### src/rtl/needle_heystack_serializer.sv
// Serializes a parallel needle word followed by a byte-wide heystack stream into one framed byte stream.
// Output bytes are registered; ready outputs are combinational from state and enable.
module needle_heystack_serializer #(
    parameter int unsigned STRING_SIZE = 5
) (
    input  logic                     clock,
    input  logic                     reset,
    input  logic                     enable,
    input  logic [STRING_SIZE*8-1:0] needle,
    input  logic                     needle_valid,
    output logic                     needle_ready,
    input  logic [7:0]               heystack_data,
    input  logic                     heystack_valid,
    input  logic                     heystack_last,
    output logic                     heystack_ready,
    output logic [7:0]               out_data,
    output logic                     out_valid,
    output logic                     out_last
);

    localparam int unsigned NEEDLE_W = STRING_SIZE * 8;
    localparam int unsigned IDX_W    = $clog2(STRING_SIZE + 1);

    typedef enum logic [1:0] {
        S_IDLE          = 2'd0,
        S_SEND_NEEDLE   = 2'd1,
        S_SEND_HEYSTACK = 2'd2
    } state_t;

    state_t              r_state;
    state_t              w_state_nxt;
    logic [NEEDLE_W-1:0] r_needle;
    logic [NEEDLE_W-1:0] w_needle_nxt;
    logic [IDX_W-1:0]    r_index;
    logic [IDX_W-1:0]    w_index_nxt;
    logic [7:0]          r_out_data;
    logic [7:0]          w_out_data_nxt;
    logic                r_out_valid;
    logic                w_out_valid_nxt;
    logic                r_out_last;
    logic                w_out_last_nxt;
    logic [7:0]          w_needle_byte;

    assign needle_ready   = enable && (r_state == S_IDLE);
    assign heystack_ready = enable && (r_state == S_SEND_HEYSTACK);

    assign out_data  = r_out_data;
    assign out_valid = r_out_valid;
    assign out_last  = r_out_last;

    // Select needle byte r_index from the captured word
    always_comb begin
        w_needle_byte = '0;
        for (int unsigned i = 0; i < STRING_SIZE; i++) begin
            if (r_index == IDX_W'(i)) begin
                w_needle_byte = r_needle[i*8 +: 8];
            end
        end
    end

    // Next-state and output-byte logic
    always_comb begin
        w_state_nxt     = r_state;
        w_needle_nxt    = r_needle;
        w_index_nxt     = r_index;
        w_out_data_nxt  = 8'h00;
        w_out_valid_nxt = 1'b0;
        w_out_last_nxt  = 1'b0;

        case (r_state)
            S_IDLE: begin
                if (needle_valid && needle_ready) begin
                    w_needle_nxt = needle;
                    w_index_nxt  = '0;
                    w_state_nxt  = S_SEND_NEEDLE;
                end
            end
            S_SEND_NEEDLE: begin
                if (enable) begin
                    w_out_data_nxt  = w_needle_byte;
                    w_out_valid_nxt = 1'b1;
                    if (r_index == IDX_W'(STRING_SIZE - 1)) begin
                        w_index_nxt = '0;
                        w_state_nxt = S_SEND_HEYSTACK;
                    end else begin
                        w_index_nxt = r_index + IDX_W'(1);
                    end
                end
            end
            S_SEND_HEYSTACK: begin
                if (heystack_valid && heystack_ready) begin
                    w_out_data_nxt  = heystack_data;
                    w_out_valid_nxt = 1'b1;
                    w_out_last_nxt  = heystack_last;
                    if (heystack_last) begin
                        w_state_nxt = S_IDLE;
                    end
                end
            end
            default: begin
                w_state_nxt = S_IDLE;
            end
        endcase
    end

    always_ff @(posedge clock) begin
        if (reset) begin
            r_state     <= S_IDLE;
            r_needle    <= '0;
            r_index     <= '0;
            r_out_data  <= 8'h00;
            r_out_valid <= 1'b0;
            r_out_last  <= 1'b0;
        end else begin
            r_state     <= w_state_nxt;
            r_needle    <= w_needle_nxt;
            r_index     <= w_index_nxt;
            r_out_data  <= w_out_data_nxt;
            r_out_valid <= w_out_valid_nxt;
            r_out_last  <= w_out_last_nxt;
        end
    end

endmodule

### config.mk
export PLATFORM = sky130hd
export DESIGN_NAME = needle_heystack_serializer
export DESIGN_NICKNAME = d
export VERILOG_FILES = /design/src/rtl/needle_heystack_serializer.sv
export SDC_FILE = /design/constraint.sdc
export NUM_CORES = 1
export LEC_CHECK = 0
export BUFFER_PORTS_ARGS = -buffer_cell sky130_fd_sc_hd__buf_4
export CAP_MARGIN = 20
export CORE_ASPECT_RATIO = 0.5
export CORE_UTILIZATION = 40
export CTS_BUF_LIST = sky130_fd_sc_hd__clkbuf_8
export DETAILED_ROUTE_END_ITERATION = 12
export SLEW_MARGIN = 0
export SYNTH_ARGS = -nofsm -noshare
export SYNTH_HDL_FRONTEND = slang
export SYNTH_SLANG_ARGS = --single-unit
### constraint.sdc
create_clock -name clock -period 2.24 [get_ports clock]
set_input_delay 0.112 -clock clock [delete_from_list [all_inputs] [get_ports clock]]
set_output_delay 0.112 -clock clock [all_outputs]
set_load 0.02 [all_outputs]
# Word level (Yosys, flattened, before mapping)
# Cells that the tools add are included.
word_totals:
  reg_bits: 55
  in_bits: 54
  out_inout_bits: 12
  word_cells: 52
classes:
  n_addsub: 1
  eq_ne: 11
  mux: 21
  bitwise_logic: 2
  n_reduce_logical: 11
op_table:
  columns: ["op", "count"]
  rows:
  - ["8-bit two-way mux", 7]
  - ["8-bit one-hot mux with 2 select lines", 1]
  - ["2-bit two-way mux", 5]
  - ["3-bit two-way mux", 3]
  - ["3-bit by 2-bit equality test with 1-bit output, second input constant", 2]
  - ["2-bit inequality test, second input constant", 3]
  - ["2-bit one-hot mux with 3 select lines", 1]
  - ["3-bit one-hot mux with 2 select lines", 1]
  - ["5-bit AND reduction", 1]
  - ["1-bit logical AND", 4]
  - ["2-bit by 1-bit inequality test with 1-bit output, second input constant", 2]
  - ["3-bit by 1-bit adder with 3-bit output, second input constant", 1]
  - ["3-bit by 1-bit equality test with 1-bit output, second input constant", 1]
  - ["3-bit equality test, second input constant", 1]
  - ["3-bit logical NOT", 1]
  - ["3-bit AND reduction", 1]
  - ["3-bit OR reduction", 1]
  - ["2-bit by 1-bit equality test with 1-bit output, second input constant", 1]
  - ["2-bit equality test, second input constant", 1]
  - ["2-bit logical NOT", 1]
  - ["1-bit two-way mux", 2]
  - ["1-bit NOT", 2]
  - ["1-bit one-hot mux with 2 select lines", 1]
  - ["2-bit AND reduction", 1]
  - ["2-bit nonzero test", 1]

# Depth between registers and ports, before layout
logic_depth:
  word_depth: 8
  ltp_mapped: 8
  depth_no_buf: 6

# Worst setup path after synthesis
# Ideal clock, no wire load.
synth_path:
  path_kind: "register to register"
  from: "register r_index[0]"
  to: "register r_out_data[7] (netlist: out_data[7])"
  setup_time_ns: 0.075
  t_arrival_ns: 1.599
  required_time_ns: 2.165
  slack_ns: 0.566
  path_stages_with_launch: 9
  n_path_buf: 2
  period_less_slack_ns: 1.674
  cell_sequence: "dfxtp_1 > ha_1 > ha_1 > buf_2 > or2_2 > clkbuf_1 > a21oi_1 > a221oi_1 > o22ai_1"
synth_between:
  elab_chain_len: 8
  elab_cells_between_ends: 12
  classes_between: "eq/ne (4); mux (7); reduce/logical (1)"
synth_lines:
  columns: ["element", "line", "rtl"]
  rows:
  - ["start, declared", "34", "logic [IDX_W-1:0] r_index;"]
  - ["start signal, assigned", "117", "r_index <= w_index_nxt;"]
  - ["3-bit logical NOT", "55", "if (r_index == IDX_W'(i)) begin"]
  - ["8-bit two-way mux (4 in a row)", "55", null]
  - ["8-bit two-way mux (*)", "55", null]
  - ["8-bit two-way mux (*)", "79", "if (enable) begin"]
  - ["8-bit one-hot mux with 2 select lines (*)", "70", "case (r_state)"]
  - ["end signal, assigned", "118", "r_out_data <= w_out_data_nxt;"]
  - ["end, declared", "36", "logic [7:0] r_out_data;"]
# Mark *: on every way between the ends. The rest lies on a longest branch, timed or not.
# A chain may end at the register's enable or synchronous reset.

# Worst setup path after layout
layout_path:
  from: "register r_index[0]"
  to: "register r_state[1]"
layout_between:
  elab_chain_len: 3
layout_lines:
  columns: ["element", "line", "rtl"]
  rows:
  - ["3-bit equality test", "82", "if (r_index == IDX_W'(STRING_SIZE - 1)) begin"]
  - ["2-bit inequality test (no source line)", null, null]
  - ["5-bit AND reduction (no source line)", null, null]
  - ["end signal, assigned", "115", "r_state <= w_state_nxt;"]
  - ["end, declared", "30", "state_t r_state;"]
# Every way passes these cells.

==> flow_metrics.env <==
export IMPL_hpwlAfterDp_mm=4.552
export IMPL_grt_max_degree=49
export IMPL_grt_antenna_before_repair=0
export IMPL_diodes=0
export IMPL_ctsLongestPathBuffers=2
export IMPL_die_area_um2=6358
export IMPL_synth_seq_cells=55
export IMPL_grtUsageTotal_pct=20.51
export IMPL_violations="design-rule violations"
export IMPL_synthMuxAreaShare_pct=1.713
export IMPL_grt_pass1_wl_mm=10.14
export IMPL_worst_slew_pin_slew_ns=0.5437
export IMPL_grt_pass1_vias=2124
export IMPL_synth_top_family_by_area="compound AO/OA/AOI/OAI gates"
export IMPL_final_cell_mix="nand2_1, buf_4, a21oi_1"
export IMPL_routabilityCongestion=0.8356
export IMPL_area_growth_pct=27.73
export IMPL_leakage_nw=1.191
export IMPL_power_density_nw_per_um2=754.2
export IMPL_cts_resized_gates=0
export IMPL_setup_viol_count_final=0
export IMPL_fin_cells=450
export IMPL_min_period_ns=1.826
export IMPL_fin_nets=439
export IMPL_status="finished, violations left"
export IMPL_core_area_um2=5634
export IMPL_maxCapViolCount=0
export IMPL_pin_count=66
export IMPL_startpoint_type="flop"
export IMPL_critPathCaptureType="flop"
export IMPL_cts_root_buf="clkbuf_8"
export IMPL_h_tree_depth=2
export IMPL_fp_dieH_um=56.89
export IMPL_skew_ns=0.005120
export IMPL_die_width_um=111.8
export IMPL_start_util_pct=42.77
export IMPL_ant_nets=0
export IMPL_irDropWorstVdd_mv=0.3672
export IMPL_drt_drc_violations_left=4
export IMPL_post_synth_cell_area_avg_um2=7.554
export IMPL_netlist_instances=319
export IMPL_cts_tree="yes"
export IMPL_path_class="flop to flop"
export IMPL_num_rows=19
export IMPL_fmax_mhz=547.7
export IMPL_syn_area_um2=2410
export IMPL_wl_per_cell_um=13.75
export IMPL_synthXorXnorAreaFrac_pct=0
export IMPL_syn_num_nets=382
export IMPL_critPathRequiredTime_ns=2.43
export IMPL_clk_pin_slew_ns=0.10
export IMPL_drive_above_1_share_pct=21.75
export IMPL_ys_seq_area_share_pct=45.69
export IMPL_io_buffers=65
export IMPL_cpPeakStageDelay_ns=0.44
export IMPL_min_period_over_period_pct=81.51
export IMPL_crit_path_cell_trace="inv_1 > ha_1 > nand3_1 > a222oi_1 > mux2i_1 > nor2_1"
export IMPL_ys_warnings_count=0
export IMPL_drt_first_pass_iters=8
export IMPL_finalWirelength_mm=6.189
export IMPL_clock_sinks=55
export IMPL_drt_initial_drc_count=100
export IMPL_synthAdderAreaFrac_pct=4.673
export IMPL_final_common_cell="nand2_1"
export IMPL_path_delay_family="compound AO/OA/AOI/OAI gates"
export IMPL_tns_ns=0
export IMPL_cp_data_arrival_time_ns=2.02
export IMPL_synth_cell_types=28
export IMPL_hold_viol=0
export IMPL_synth_compound_area_share_pct=20.98
export IMPL_drv_slew=0
export IMPL_cp_buffers_inverters=1
export IMPL_dp_cells=438
export IMPL_rsz0062_at_grt="no"
export IMPL_vias=2292
export IMPL_grt_remaining_overflow=0
export IMPL_cts_buffers=5
export IMPL_postCtsSetupRepairBufs=0
export IMPL_clkLatencyLatePin_ns=0.31
export IMPL_cp_max_fo=11
export IMPL_relSlewSlack_pct=63.75
export IMPL_vias_per_cell=5.093
export IMPL_holdCritPathClass="primary input to flop"
export IMPL_hold_buffers=3
export IMPL_slowest_stage="a222oi_1"
export IMPL_yosys_area_share_simple_pct=20.82
-- path summary, 6_finish.rpt --
check | start | to | slack, ns | cells past startpoint
worst max-delay path | r_index[0] | r_state[1] | 0.41 | 6
worst min-delay path | heystack_data[0] | out_data[0] | 0.01 | 3
worst max register to register | r_index[0] | r_state[1] | 0.41 | 6
worst min register to register | r_needle[36] | r_needle[36] | 0.46 | 2
-- state kept, by name (all words and copies together) (netlist names) --
register and flops:
out_valid 1, r_index 3, out_data 8, r_state 2, out_last 1, r_needle 40
-- tightest hold or removal path, cell delays in order --
cell and delay, ns:
buf_4 0.08, nand2_1 0.04, o21ai_0 0.06
-- layer usage --
layer  routed length (µm)  GRT usage, %  share of wire, %
met2                 2555         30.43                41
met5                    0             0                 0
met3                  359         6.048               5.8
met1                 3225         29.00                52
met4                   48         4.826              0.78
-- per-stage QoR --
step / hold slack [ns] / area (µm²) / util [%] / power (mW) / setup slack (ns)
finish: 0.01153 / 3078 / 54.63 / 2.321 / 0.4143
global route: 0.005864 / 3078 / 54.63 / 2.469 / 0.2821
CTS: 0.003057 / 3068 / 54.45 / 2.344 / 0.3793
detailed placement: 0.3215 / 2925 / 51.92 / 1.677 / 0.4085
global placement: 0.3185 / 2925 / 51.92 / 1.667 / 0.4674
floorplan: 0.2206 / 2410 / - / 1.484 / 0.5658
-- Yosys cell counts (all sizes together) --
cell type	instances	area share, %
inv	13	2.0
o22ai	1	0.26
or3	1	0.26
nor3b	2	0.62
a221oi	8	2.9
nand2	104	16
nor3	1	0.21
buf	10	2.2
dfxtp	55	46
and2	3	0.88
mux2	1	0.47
nor2	6	0.93
a21oi	59	12
mux2i	3	1.2
clkbuf	12	1.9
and3	1	0.31
o21ai	23	4.8
ha	9	4.7
nand3	3	0.83
a41oi	1	0.36
a222oi	1	0.42
nand3b	1	0.31
or2	1	0.26
-- power by group --
part / total (mW) / switching, mW / leakage (nW) / internal [mW]
logic: 0.541 / 0.302 / 0.685 / 0.239
clock network: 0.664 / 0.330 / 0.0581 / 0.333
registers: 1.12 / 0.0524 / 0.447 / 1.06
-- cell families (layout without fill, tap and decap cells) --
family          count (synthesis)  in the layout
flops                          55             55
compound gates                 93             93
mux                             4              4
simple gates                  123            123
fa+ha+maj                       9              9
buf+inv                        35             93
-- cell type report --
class                   count  area, µm²
clock buffers               5      68.82
clock inverters             3      43.79
fillers                   527       2556
inverters                  13      48.80
multi-input cells         229       1161
flip-flops and latches     55       1101
well taps                  73      91.34
repair buffers             72      563.0
Note: power is estimated with default switching activity, not from simulation.
